<file path="src/rtl/timer_dev_pkg.sv">
// Shared constants for the countdown timer peripheral: FSM encoding,
// register word offsets and CTRL bit positions.
package timer_dev_pkg;

  typedef enum logic [1:0] {
    ST_IDLE = 2'd0,
    ST_CNT  = 2'd1,
    ST_INT  = 2'd2
  } state_e;

  localparam logic [1:0] OFF_CTRL   = 2'd0;
  localparam logic [1:0] OFF_PRESET = 2'd1;
  localparam logic [1:0] OFF_COUNT  = 2'd2;

  localparam int unsigned CTRL_EN   = 0;
  localparam int unsigned CTRL_MODE = 1;
  localparam int unsigned CTRL_IM   = 3;

  // Only EN, MODE and IM are stored; every other CTRL bit reads 0.
  function automatic logic [31:0] ctrl_word(input logic en, input logic mode, input logic im);
    logic [31:0] w;
    w            = '0;
    w[CTRL_EN]   = en;
    w[CTRL_MODE] = mode;
    w[CTRL_IM]   = im;
    return w;
  endfunction

endpackage

</file>
<file path="src/rtl/timer_dev.sv">
// Programmable countdown timer with one-shot (held irq) and auto-reload
// (single-cycle periodic irq) modes behind a word-addressed register port.
module timer_dev
  import timer_dev_pkg::*;
#(
  parameter int unsigned CNT_W = 32
) (
  input  logic        clk,
  input  logic        reset,
  input  logic [1:0]  addr,
  input  logic        we,
  input  logic [31:0] din,
  output logic [31:0] dout,
  output logic        irq
);

  state_e             state_q, state_d;
  logic [CNT_W-1:0]   preset_q, preset_d;
  logic [CNT_W-1:0]   count_q, count_d;
  logic               en_q, en_d;
  logic               mode_q, mode_d;
  logic               im_q, im_d;
  logic               pend_q, pend_d;
  logic               pend_set, pend_clr;
  logic               wr_ctrl, wr_preset;

  logic unused_din;
  assign unused_din = ^{din[31:4], din[2]};

  assign wr_ctrl   = we && (addr == OFF_CTRL);
  assign wr_preset = we && (addr == OFF_PRESET);

  always_comb begin
    state_d  = state_q;
    count_d  = count_q;
    preset_d = preset_q;
    en_d     = en_q;
    mode_d   = mode_q;
    im_d     = im_q;
    pend_set = 1'b0;
    pend_clr = 1'b0;

    unique case (state_q)
      ST_IDLE: begin
        if (en_q) begin
          count_d = preset_q;
          state_d = ST_CNT;
        end
      end
      ST_CNT: begin
        if (!en_q) begin
          state_d = ST_IDLE;
        end else if (count_q > CNT_W'(1)) begin
          count_d = count_q - CNT_W'(1);
        end else begin
          // A preset of 0 lands here too, so COUNT never wraps.
          count_d  = '0;
          pend_set = 1'b1;
          state_d  = ST_INT;
        end
      end
      ST_INT: begin
        if (!mode_q) begin
          en_d = 1'b0;
        end else begin
          pend_clr = 1'b1;
        end
        state_d = ST_IDLE;
      end
      default: state_d = ST_IDLE;
    endcase

    // Bus writes override the one-shot EN clear issued from ST_INT.
    if (wr_ctrl) begin
      en_d   = din[CTRL_EN];
      mode_d = din[CTRL_MODE];
      im_d   = din[CTRL_IM];
    end
    if (wr_preset) begin
      preset_d = din[CNT_W-1:0];
    end

    // Any CTRL/PRESET write acknowledges, but a same-edge set is never lost.
    pend_d = pend_set | (pend_q & ~(pend_clr | wr_ctrl | wr_preset));
  end

  always_ff @(posedge clk or posedge reset) begin
    if (reset) begin
      state_q  <= ST_IDLE;
      preset_q <= '0;
      count_q  <= '0;
      en_q     <= 1'b0;
      mode_q   <= 1'b0;
      im_q     <= 1'b0;
      pend_q   <= 1'b0;
    end else begin
      state_q  <= state_d;
      preset_q <= preset_d;
      count_q  <= count_d;
      en_q     <= en_d;
      mode_q   <= mode_d;
      im_q     <= im_d;
      pend_q   <= pend_d;
    end
  end

  always_comb begin
    dout = '0;
    unique case (addr)
      OFF_CTRL:   dout = ctrl_word(en_q, mode_q, im_q);
      OFF_PRESET: dout = 32'(preset_q);
      OFF_COUNT:  dout = 32'(count_q);
      default:    dout = '0;
    endcase
  end

  assign irq = im_q & pend_q;

endmodule

</file>
<file path="config.mk">
export PLATFORM = sky130hd
export DESIGN_NAME = timer_dev
export DESIGN_NICKNAME = d
export VERILOG_FILES = /design/src/rtl/timer_dev_pkg.sv /design/src/rtl/timer_dev.sv
export SDC_FILE = /design/constraint.sdc
export NUM_CORES = 1
export LEC_CHECK = 0
export CAP_MARGIN = 5
export CORE_ASPECT_RATIO = 1.25
export CORE_MARGIN = 2
export CORE_UTILIZATION = 48
export DETAILED_ROUTE_END_ITERATION = 8
export PLACE_DENSITY = 0.82
export SLEW_MARGIN = 20
export SYNTH_ARGS = -nofsm -noshare
export SYNTH_HDL_FRONTEND = slang
export SYNTH_SLANG_ARGS = --single-unit
</file>
<file path="constraint.sdc">
create_clock -name clk -period 2.13 [get_ports clk]
set_input_delay 0.426 -clock clk [delete_from_list [all_inputs] [get_ports clk]]
set_output_delay 0.426 -clock clk [all_outputs]
set_load 0.02 [all_outputs]
</file>
# Yosys cells after proc, flatten, opt, wreduce, memory -nomap -nowiden
# Cells that the tools add are included.
[word_totals]
ff_bits = 70
in_bits = 37
output_inout_bits = 33
word_cells = 49
[classes]
n_addsub = 1
order_cmp = 1
eq_ne = 8
muxes = 17
bitwise_logic = 6
reduce_logical = 9
[op_table]
columns = ["cell", "n"]
rows = [
  ["32-bit two-way mux", 3],
  ["32-bit one-hot mux with 3 select lines", 1],
  ["32-bit one-hot mux with 2 select lines", 1],
  ["32-bit by 1-bit greater-than comparator with 1-bit output, second input constant", 1],
  ["32-bit by 1-bit subtractor with 32-bit output, second input constant", 1],
  ["1-bit two-way mux", 8],
  ["2-bit two-way mux", 3],
  ["2-bit by 1-bit == test with 1-bit output, second input constant", 2],
  ["2-bit == test, second input constant", 2],
  ["2-bit zero test", 2],
  ["2-bit != test, second input constant", 2],
  ["2-bit one-hot mux with 2 select lines", 1],
  ["2-bit AND reduction", 2],
  ["2-bit nonzero test", 2],
  ["3-bit != test, second input constant", 1],
  ["1-bit OR", 3],
  ["3-bit AND reduction", 1],
  ["1-bit bitwise AND", 2],
  ["1-bit logical AND", 2],
  ["2-bit by 1-bit != test with 1-bit output, second input constant", 1],
  ["1-bit inverter", 1],
]

# Logic depth before layout (Yosys ltp)
[depth]
depth_word = 7
ltp_mapped = 8
depth_no_buf = 7

# Worst setup path after synthesis
# Ideal clock, no wire load.
[synth_path]
kind = "input port to output port"
startpoint = "input addr[0]"
endpoint = "output dout[12]"
t_arrival_ns = 1.748
required_time_ns = 1.704
path_slack_ns = -0.044
cell_stages = 5
path_cell_list = "clkbuf_1 nor2b_1 clkbuf_1 buf_1 a22o_1"
[synth_between]
elab_chain_len = 2
[synth_lines]
columns = ["item", "line", "text"]
rows = [
  ["start: declaration", "timer_dev.sv:10", "input logic [1:0] addr,"],
  ["2-bit == test, or another cell as far along", "timer_dev.sv:109", "unique case (addr)"],
  ["32-bit one-hot mux with 3 select lines *", "timer_dev.sv:109", ""],
  ["end: declaration", "timer_dev.sv:13", "output logic [31:0] dout,"],
]
# Mark *: on every way between the ends. The rest lies on a longest branch, timed or not.

# Final worst setup path
[layout_path]
startpoint = "register count_q[1]"
endpoint = "register count_q[27]"
[layout_between]
elab_chain_len = 4
[layout_lines]
columns = ["item", "line", "text"]
rows = [
  ["start: declaration", "timer_dev.sv:19", "logic [CNT_W-1:0] count_q, count_d;"],
  ["start signal: assignment", "timer_dev.sv:99", "count_q <= count_d;"],
  ["32-bit by 1-bit subtractor with 32-bit output / 32-bit by 1-bit greater-than comparator with 1-bit output (equally long branches)", "timer_dev.sv:54, timer_dev.sv:53", ""],
  ["32-bit two-way mux *", "timer_dev.sv:53", "end else if (count_q > CNT_W'(1)) begin"],
  ["32-bit two-way mux *", "timer_dev.sv:51", "if (!en_q) begin"],
  ["32-bit one-hot mux with 2 select lines *", "timer_dev.sv:43", "unique case (state_q)"],
]
# Mark *: on every way between the ends. The rest lies on a longest branch, timed or not. The select of a mux whose other input is x is not followed.
# A chain may end at the register's enable or synchronous reset.

==> flow_summary.yaml <==
global_routing:
  grt.total_usage: 0.3073
  grt_pass1_wl_um: 21890
  first_global_vias: 4420
  overflow: 0
  antenna_found_initial: 0
  grt_max_degree: 71
synth:
  syn_nets: 438
  synth_flop_cell: "dfrtp_1"
  synth-edff-count: 0
  ys_ff_latch: 70
  synth_xor_area_frac: 0.004310
  synthMuxAreaShare: 0.1044
  synth_fa_ha_area_frac: 0.006158
  ys_types: 53
  synth_area_um2: 4064
  ys_warn_count: 0
  syn_avg_cell_area_um2: 10.19
  yosys.area_share.simple: 0.1890
  synth-compound-area-share: 0.2244
  syn_inst: 399
  yosysSeqAreaShare: 0.4310
  async_flop_share: 1.000
  synth_top_family_by_area: "compound AO/OA/AOI/OAI gates"
power:
  leakage_nw: 2.506
  total_power_w: 0.006604
  vdd_drop_max_v: 0.0005855
  power.density_nw_per_um2: 1088
finish:
  ff_latch_area_um2: 1753
  layout-drive-gt1-share: 0.4117
  area_delta_synth_final_pct: 49.38
  n_antenna_cell: 0
  n_fill_cell: 560
  most-common-layout-cells: "79 x buf_4, 69 x dfrtp_1, 44 x a22o_1"
  multi_input_area_um2: 2410
  fin_nets: 584
  mostFrequentLayoutCell: "buf_4"
floorplanning:
  pin_count: 70
  die_x_um: 86.30
  floorplan.die.height_um: 106.9
  rows: 37
  start_util: 0.4932
  die_area_um2: 9223
  core_region_area_um2: 8240
clocking:
  cts-root-buf: "clkbuf_8"
  cts_tree: "built"
  clk_pin_slew_worst_paths_ps: 80
  htreeDepth: 3
  cts_hold_buf: 0
  clock_sinks: 70
  cts_made_buffers: 9
  insertion_delay_ps: 360
  ctsLongestPathBuffers: 2
drt:
  ant_nets: 0
  via_per_inst: 6.663
  drc_errors: 0
  dr.pass1.iters: 7
  drtIter0Drc: 405
  vias: 4304
  post_drt_wl_per_cell_um: 21.76
  drt-total-wl_um: 14060
timing:
  tns_ps: -1213
  finClkSkew_ps: 7.703
  rsz0062_at_grt: "yes"
  slew_headroom: 0.3173
  fmax_mhz: 444.8
  min_period_ps: 2248
  worstMarginPinSlew_ps: 1020
  setup_violations: 22
  post-route-period-util: 1.056
  timing.final.max_slew_violations: 0
  hold_violations: 0
  fin_ws_ps: -118.2
place:
  io_buffers: 69
  gp_congestion: 0.9223
  dp_hpwl_um: 8386
setup_path:
  cp_max_fo: 4
  critPathArrivalTime_ps: 2530
  critPathKind: "flip-flop to flip-flop"
  cp.required_ps: 2420
  start_kind: "flip-flop"
  endpoint_kind: "flip-flop"
worst_hold_path:
  hold_class: "primary input to async pin"
outcome:
  outcome: "finished, violations left"
  violations: "negative setup slack"
flow_run:
  cap_viol_max_count: 0
[timing repair]
item,4_1_cts,5_1_grt
pin swaps,9,22
gates resized for setup,138,38
setup buffers,11,5
cloned,4,1
endpoints found under the setup margin,59,57
[sequential cells by signal, indices dropped and copies added, names as in the netlist]
register	cells
count_q	32
preset_q	32
state_q	2
en_q	1
im_q	1
mode_q	1
pend_q	1
[worst max-delay path, stage by stage (launching register included)]
cell and delay [ps]:
dfrtp_1 420, buf_4 160, buf_4 130, nor4_2 330
buf_4 200, nand4_1 250, buf_4 230, nor4_1 160
a32oi_1 130, o2bb2ai_1 160
[per-layer routing]
layer / vias up / GRT usage / wire length [um]
li1: 1852 / - / -
met1: 2157 / 0.3579 / 5255
met2: 226 / 0.5194 / 7155
met3: 69 / 0.07621 / 996
met4: 0 / 0.1585 / 650
met5: - / 0 / 0
[final timing paths]
check / start / end / slack (ps) / depth (start not counted)
max: count_q[1] / count_q[27] / -120 / 9
min: reset / preset_q[19] / 510 / 3
max reg2reg: count_q[1] / count_q[27] / -120 / 9
min reg2reg: preset_q[31] / preset_q[31] / 540 / 1
max in group asynchronous: reset / count_q[0] / 1300 / 3
min in group clk: preset_q[31] / preset_q[31] / 540 / 1
[final cells by class]
type,instances,share of cell area
Clock inverter,1,0.0008244
Sequential cell,70,0.2887
Timing Repair Buffer,166,0.2630
Inverter,5,0.003710
Clock buffer,14,0.02679
Multi-Input combinational cell,293,0.3969
Tap cell,97,0.01999
[metrics by stage]
stage | hold slack (ps) | worst slack (ps) | cell area, um^2 | instances | utilization
2_1_floorplan | 480.5 | 5.261 | 4074 | 399 | -
3_3_place_gp | 506.9 | -415.6 | 5366 | 610 | 0.6512
3_5_place_dp | 516.9 | -513.0 | 5366 | 610 | 0.6512
4_1_cts | 529.2 | -56.61 | 5891 | 640 | 0.7149
5_1_grt | 558.1 | -199.2 | 6071 | 646 | 0.7367
6_report | 507.0 | -118.2 | 6071 | 646 | 0.7367
[cells by family (layout without fill, tap and decap cells)]
family | after synthesis | after routing
AO/OA/AOI/OAI | 120 | 120
XOR/XNOR | 2 | 2
adder cells (fa/ha/maj) | 2 | 2
buffers and inverters | 36 | 186
flip-flops | 70 | 70
multiplexers | 38 | 38
AND/OR/NAND/NOR | 131 | 131
[Yosys cell counts, types with 2 or more instances]
master,count,share of area
nand2b_1,2,0.0031
nor3_1,16,0.020
inv_1,4,0.0037
clkbuf_1,19,0.018
o41ai_1,3,0.0065
a221o_1,2,0.0049
nand3_1,19,0.023
xnor2_1,2,0.0043
a22o_1,44,0.095
buf_2,3,0.0037
or3_1,10,0.015
o311ai_0,8,0.017
nor4_2,3,0.0092
nand2_1,15,0.014
or4_1,7,0.013
o31ai_1,2,0.0037
a21oi_1,18,0.022
nor2b_1,3,0.0046
dfrtp_1,70,0.43
nor4_1,8,0.012
o21ai_1,2,0.0025
buf_6,3,0.0083
o21ai_0,16,0.020
nand4_1,9,0.014
a22oi_1,8,0.015
o2bb2ai_1,2,0.0043
mux2i_1,3,0.0074
o211ai_1,5,0.0092
buf_1,5,0.0046
and2_1,2,0.0031
nor2_1,14,0.013
a32oi_1,2,0.0043
mux2_2,35,0.097
o311ai_1,2,0.0043
and3_1,14,0.022
ha_1,2,0.0062
[power breakdown]
group	switching [W]	internal, W	total, W
sequential	0.000475	0.00176	0.00223
combinational	0.00169	0.00170	0.00339
clock	0.000504	0.000480	0.000984
Note: power is estimated with default switching activity, not from simulation.
